$ cat config.mk
export PLATFORM = sky130hd
export DESIGN_NAME = dm_cache_ctrl
export DESIGN_NICKNAME = d
export VERILOG_FILES = /design/src/rtl/dm_cache_ctrl.sv
export SDC_FILE = /design/constraint.sdc
export NUM_CORES = 1
export LEC_CHECK = 0
export CAP_MARGIN = 10
export CORE_MARGIN = 2
export CORE_UTILIZATION = 47
export DETAILED_ROUTE_END_ITERATION = 16
export HOLD_SLACK_MARGIN = 0.05
export PLACE_DENSITY = 0.81
export REMOVE_ABC_BUFFERS = 1
export SLEW_MARGIN = 25
export SYNTH_ARGS = -nofsm -noshare
export SYNTH_HDL_FRONTEND = slang
export SYNTH_SLANG_ARGS = --single-unit
$ cat constraint.sdc
create_clock -name clk -period 2.4 [get_ports clk]
set_input_delay 0.48 -clock clk [delete_from_list [all_inputs] [get_ports clk]]
set_output_delay 0.48 -clock clk [all_outputs]
set_load 0.02 [all_outputs]
$ cat src/rtl/dm_cache_ctrl.sv
// dm_cache_ctrl: sequencing controller for a direct-mapped, write-back,
// one-byte-per-line data cache. It turns CPU byte loads and stores into
// cache command sequences, writes dirty victims back to RAM, fills on a
// load miss, serves whole-cache flushes and keeps hit/miss counters.
module dm_cache_ctrl #(
    parameter int addrWidth     = 8,
    parameter int dataWidth     = 8,
    parameter int blockAddrBits = 4,
    parameter int cntWidth      = 16
) (
    input  logic                 clk,
    input  logic                 rst_n,
    input  logic                 cpuReq,
    input  logic                 cpuWe,
    input  logic [addrWidth-1:0] cpuAddr,
    input  logic [dataWidth-1:0] cpuWData,
    output logic [dataWidth-1:0] cpuRData,
    output logic                 cpuReady,
    output logic                 busy,
    input  logic                 flushReq,
    output logic                 flushDone,
    output logic [1:0]           cacheCntrl,
    output logic [addrWidth-1:0] cacheAddr,
    output logic [dataWidth-1:0] cacheDataIn,
    input  logic [dataWidth-1:0] cacheDataOut,
    input  logic                 cacheIsHit,
    input  logic                 cacheIsClean,
    input  logic [addrWidth-1:0] cacheAddrOutRAM,
    input  logic [dataWidth-1:0] cacheDataOutRAM,
    output logic                 ramReq,
    output logic                 ramWe,
    output logic [addrWidth-1:0] ramAddr,
    output logic [dataWidth-1:0] ramWData,
    input  logic [dataWidth-1:0] ramRData,
    input  logic                 ramAck,
    output logic [cntWidth-1:0]  hitCount,
    output logic [cntWidth-1:0]  missCount
);

    // The index must leave at least one tag bit.
    if (blockAddrBits < 1 || blockAddrBits >= addrWidth) begin : g_bad_cfg
        $error("dm_cache_ctrl: blockAddrBits must be in 1..addrWidth-1");
    end

    localparam logic [1:0] CMD_CLR    = 2'b00;
    localparam logic [1:0] CMD_STATUS = 2'b01;
    localparam logic [1:0] CMD_READ   = 2'b10;
    localparam logic [1:0] CMD_WRITE  = 2'b11;

    typedef enum logic [3:0] {
        S_INIT, S_IDLE, S_CLR, S_CHECK, S_WB, S_FILL, S_INSTALL, S_READ, S_WRITE
    } state_t;

    state_t               state;
    logic [addrWidth-1:0] reqAddr;
    logic                 reqWe;
    logic [dataWidth-1:0] reqWData;
    logic [addrWidth-1:0] vicAddr;
    logic [dataWidth-1:0] vicData;
    logic [dataWidth-1:0] fillData;

    // Main sequencer: state, request/victim latches, pulses and counters.
    always_ff @(posedge clk or negedge rst_n) begin
        if (!rst_n) begin
            state     <= S_INIT;
            reqAddr   <= '0;
            reqWe     <= 1'b0;
            reqWData  <= '0;
            vicAddr   <= '0;
            vicData   <= '0;
            fillData  <= '0;
            cpuRData  <= '0;
            cpuReady  <= 1'b0;
            flushDone <= 1'b0;
            hitCount  <= '0;
            missCount <= '0;
        end else begin
            cpuReady  <= 1'b0;
            flushDone <= 1'b0;
            case (state)
                S_INIT: state <= S_IDLE;
                S_IDLE: begin
                    if (flushReq) begin
                        state <= S_CLR;
                    end else if (cpuReq) begin
                        reqAddr  <= cpuAddr;
                        reqWe    <= cpuWe;
                        reqWData <= cpuWData;
                        state    <= S_CHECK;
                    end
                end
                S_CLR: begin
                    flushDone <= 1'b1;
                    state     <= S_IDLE;
                end
                S_CHECK: begin
                    vicAddr <= cacheAddrOutRAM;
                    vicData <= cacheDataOutRAM;
                    if (cacheIsHit) begin
                        if (hitCount != '1) hitCount <= hitCount + 1'b1;
                        state <= reqWe ? S_WRITE : S_READ;
                    end else begin
                        if (missCount != '1) missCount <= missCount + 1'b1;
                        if (!cacheIsClean) state <= S_WB;
                        else               state <= reqWe ? S_WRITE : S_FILL;
                    end
                end
                S_WB: begin
                    if (ramAck) state <= reqWe ? S_WRITE : S_FILL;
                end
                S_FILL: begin
                    if (ramAck) begin
                        fillData <= ramRData;
                        state    <= S_INSTALL;
                    end
                end
                S_INSTALL: begin
                    cpuRData <= fillData;
                    cpuReady <= 1'b1;
                    state    <= S_IDLE;
                end
                S_READ: begin
                    cpuRData <= cacheDataOut;
                    cpuReady <= 1'b1;
                    state    <= S_IDLE;
                end
                S_WRITE: begin
                    cpuReady <= 1'b1;
                    state    <= S_IDLE;
                end
                default: state <= S_INIT;
            endcase
        end
    end

    // Cache and RAM drive decoded from registered state only, so they are
    // settled well before the cache samples on the falling edge.
    always_comb begin
        cacheCntrl  = CMD_STATUS;
        cacheDataIn = reqWData;
        ramReq      = 1'b0;
        ramWe       = 1'b0;
        ramAddr     = reqAddr;
        ramWData    = vicData;
        case (state)
            S_INIT, S_CLR: cacheCntrl = CMD_CLR;
            S_READ:        cacheCntrl = CMD_READ;
            S_WRITE:       cacheCntrl = CMD_WRITE;
            S_INSTALL: begin
                cacheCntrl  = CMD_WRITE;
                cacheDataIn = fillData;
            end
            S_WB: begin
                ramReq  = 1'b1;
                ramWe   = 1'b1;
                ramAddr = vicAddr;
            end
            S_FILL: ramReq = 1'b1;
            default: ;
        endcase
    end

    assign cacheAddr = reqAddr;
    assign busy      = (state != S_IDLE);

endmodule

==> results_dict.tcl, run 1 <==
set metrics [dict create \
    ctsHoldBuffers 0 \
    clk_latency_ns 0.35 \
    arrival_ns 1.84 \
    first_pass_iters 4 \
    path_clk_slew_ns 0.09 \
    synth_area_leaders "dfrtp_1 52%, mux2_2 9.9%, nand2_1 6.4%" \
    grt_use_met2_pct 35.8 \
    synth-edff-count 0 \
    drv_cap 0 \
    design_area_um2 5920 \
    crit_path_start_kind "register" \
    syn_inst 381 \
    place_inst 622 \
    cp.required_ns 1.92 \
    regArea_um2 2180 \
    numCtsBuffers 9 \
    fill_cells 666 \
    max_freq_ghz 0.430 \
    grt_pass1_wl_um 17200 \
    async_flop_share_pct 100 \
    synth_top_family_by_area "simple AND/OR/NAND/NOR gates" \
    r2r-start "state[2]" \
    avgRoutedWirePerCell_um 16.5 \
    critPathMaxFanout 23 \
    ys_types 51 \
    yosys.area_share.simple_pct 17.8 \
    drive_above_1_share_pct 20.7 \
    cts_max_path_buffers 2 \
    cts-root-buf "clkbuf_8" \
    area_delta_synth_final_pct 40.3 \
    ant_nets 0 \
    dpl_cell_area_um2 5750 \
    reg2reg_depth 5 \
    clock-sinks 87 \
    holdWs_ns 0.104 \
    multi_input_area_um2 1940 \
    port_buffers 134 \
    finClkSkew_ns 0.0121 \
    ys_seq_area_share_pct 51.6 \
    outcome "finished clean" \
    avgSynthCellArea_um2 11.1 \
    fin_crit_sh_pct 96.8 \
    worst_pin_slew_ns 0.530 \
    r2r_setup_slack_ns 0.40 \
    dieWidth_um 98.8 \
    drt_wl_total_um 10600 \
    gr-total-overflow 0 \
    place_congestion 0.825 \
    vias 3392 \
    synth-seq-cells 87 \
    ir_drop_mv 0.782 \
    crit_start "state[0]" \
    yosys_warnings 0 \
    synthMuxAreaShare_pct 15.3 \
    gr-usage-met1_pct 29.0 \
    antenna_cells 0 \
    h-tree-depth 3 \
    grt-busiest-layer "met2" \
    synth_flop_cell "dfrtp_1" \
    dieArea_um2 9760 \
    period_minus_slack_ns 2.32 \
    ys_top_cells_by_count "87 x dfrtp_1, 72 x nand2_1, 37 x mux2_2" \
    fp.dieH_um 98.8 \
    hold_violations 0 \
    holdCritPathClass "input port to async pin" \
    critPathKind "register to primary output" \
    viasPerCell 5.30 \
    powerDensity_nw_per_um2 1130 \
    netlist_area_um2 4220 \
    synth_top_area_cell "dfrtp_1" \
    slew_headroom_pct 64.7 \
    synth.most_common_cell "dfrtp_1" \
    cts_tree "built" \
    grt_pass1_vias 3513 \
    finalNonFillerCells 640 \
    critPathCaptureType "primary output" \
    power_leakage_nw 2.67 \
    finalSetupViolations 0 \
    core_region_area_um2 8720 \
    drt-initial-drc-count 94 \
    rows 34 \
    hpwlAfterDp_um 7880 \
    nets 586 \
    drc 0 \
    rsz0062_at_grt "no" \
    synthAdderAreaFrac_pct 0.593 \
    start_util_pct 48.4 \
    slew_viol_final 0 \
    grt_use_met3_pct 4.26 \
    r2r-end "hitCount[14]" \
    ioPinCount 135 \
    synth_compound_area_share_pct 6.91 \
    antenna_found_initial 0 \
    grt_max_degree 41 \
    crit_path_end "busy" \
    synth_xor_area_share_pct 5.39 \
    synth_top_area_share_pct 51.6 \
    grt_usage_pct 22.0 \
]
==> worst min-delay path by stage <==
stage | to | slack [ns] | depth (start not counted)
2_1_floorplan | cacheAddr[0] | 0.18 | 0
3_3_place_gp | ramWData[2] | 0.46 | 2
3_5_place_dp | vicAddr[0] | 0.47 | 2
4_1_cts | cpuRData[1] | 0.11 | 1
5_1_grt | cpuRData[1] | 0.14 | 1
6_report | cpuRData[1] | 0.10 | 1
==> metal layers <==
layer	vias to the layer above	part of all wire, %
met5	-	0
met4	0	2.2
met3	15	4.8
met2	100	49
met1	1640	44
li1	1637	-
==> worst max-delay path, cell delays in order (launching register included) <==
cell and delay (ns):
dfrtp_1 0.40, buf_6 0.23, or4b_4 0.52, dlygate4sd2_1 0.35
==> power breakdown <==
group / total, mW / leakage, nW / internal (mW) / switching [mW]
clock: 1.12 / 0.106 / 0.590 / 0.531
combinational: 3.14 / 1.47 / 1.53 / 1.61
sequential: 2.43 / 1.09 / 1.99 / 0.436
==> kinds of logic (layout without fill, tap and decap cells) <==
group           Yosys count  in the layout
mux                      55             55
compound gates           44             44
xor+xnor                 26             26
flops                    87             87
simple gates            144            144
buf+inv                  23            174
fa+ha+maj                 2              2
==> cells in the final DEF (no fill, tap or decap), types with 3 or more instances in the layout <==
master,instances
xor2_1,9
and4_1,3
buf_4,17
xnor2_1,17
clkdlybuf4s50_1,114
inv_1,6
o211ai_1,7
mux2_2,37
nand4_1,10
nor4_1,3
nor2_1,6
a21oi_1,3
mux2i_1,8
and3_1,10
clkbuf_8,9
dfrtp_1,86
a211oi_1,4
nand2b_1,3
clkbuf_2,15
nand2_1,72
nand3_1,12
mux2_4,10
o21ai_0,16
nor3_1,8
==> flip-flops by register name, indices dropped and copies added (netlist names), 4 cells and up <==
signal,cells
missCount,16
state,4
hitCount,16
cacheAddr,8
cpuRData,8
reqWData,8
fillData,8
vicAddr,8
ramWData,8
==> repair_timing <==
action                                  in CTS  in global routing
resized for setup                           24                 30
cloned                                       0                  0
setup buffers                                0                  3
endpoints found under the setup margin      18                 17
==> per-stage QoR <==
step,worst slack [ns],power (mW),utilization (%),TNS [ns]
floorplan,-0.134,4.18,-,-0.581
global placement,0.175,5.62,65.9,0
detailed placement,0.133,5.75,65.9,0
CTS,0.000963,6.77,68.3,0
global route,0.00177,7.08,67.9,0
finish,0.0760,6.69,67.9,0
==> layout make-up <==
cell class                      instances  area share, %
Tap cell                              108           2.28
Timing Repair Buffer                  153           24.1
Clock buffer                            9           2.09
Clock inverter                          6           1.58
Inverter                                6          0.380
Multi-Input combinational cell        271           32.8
Sequential cell                        87           36.8
(Power assumes the default switching activity.)
==> inputs of run 2 (changes only) <==
- ABC_AREA: default -> 0
==> results of run 2 <==
Final layout, timing and power as in run 1 (identical DEF).
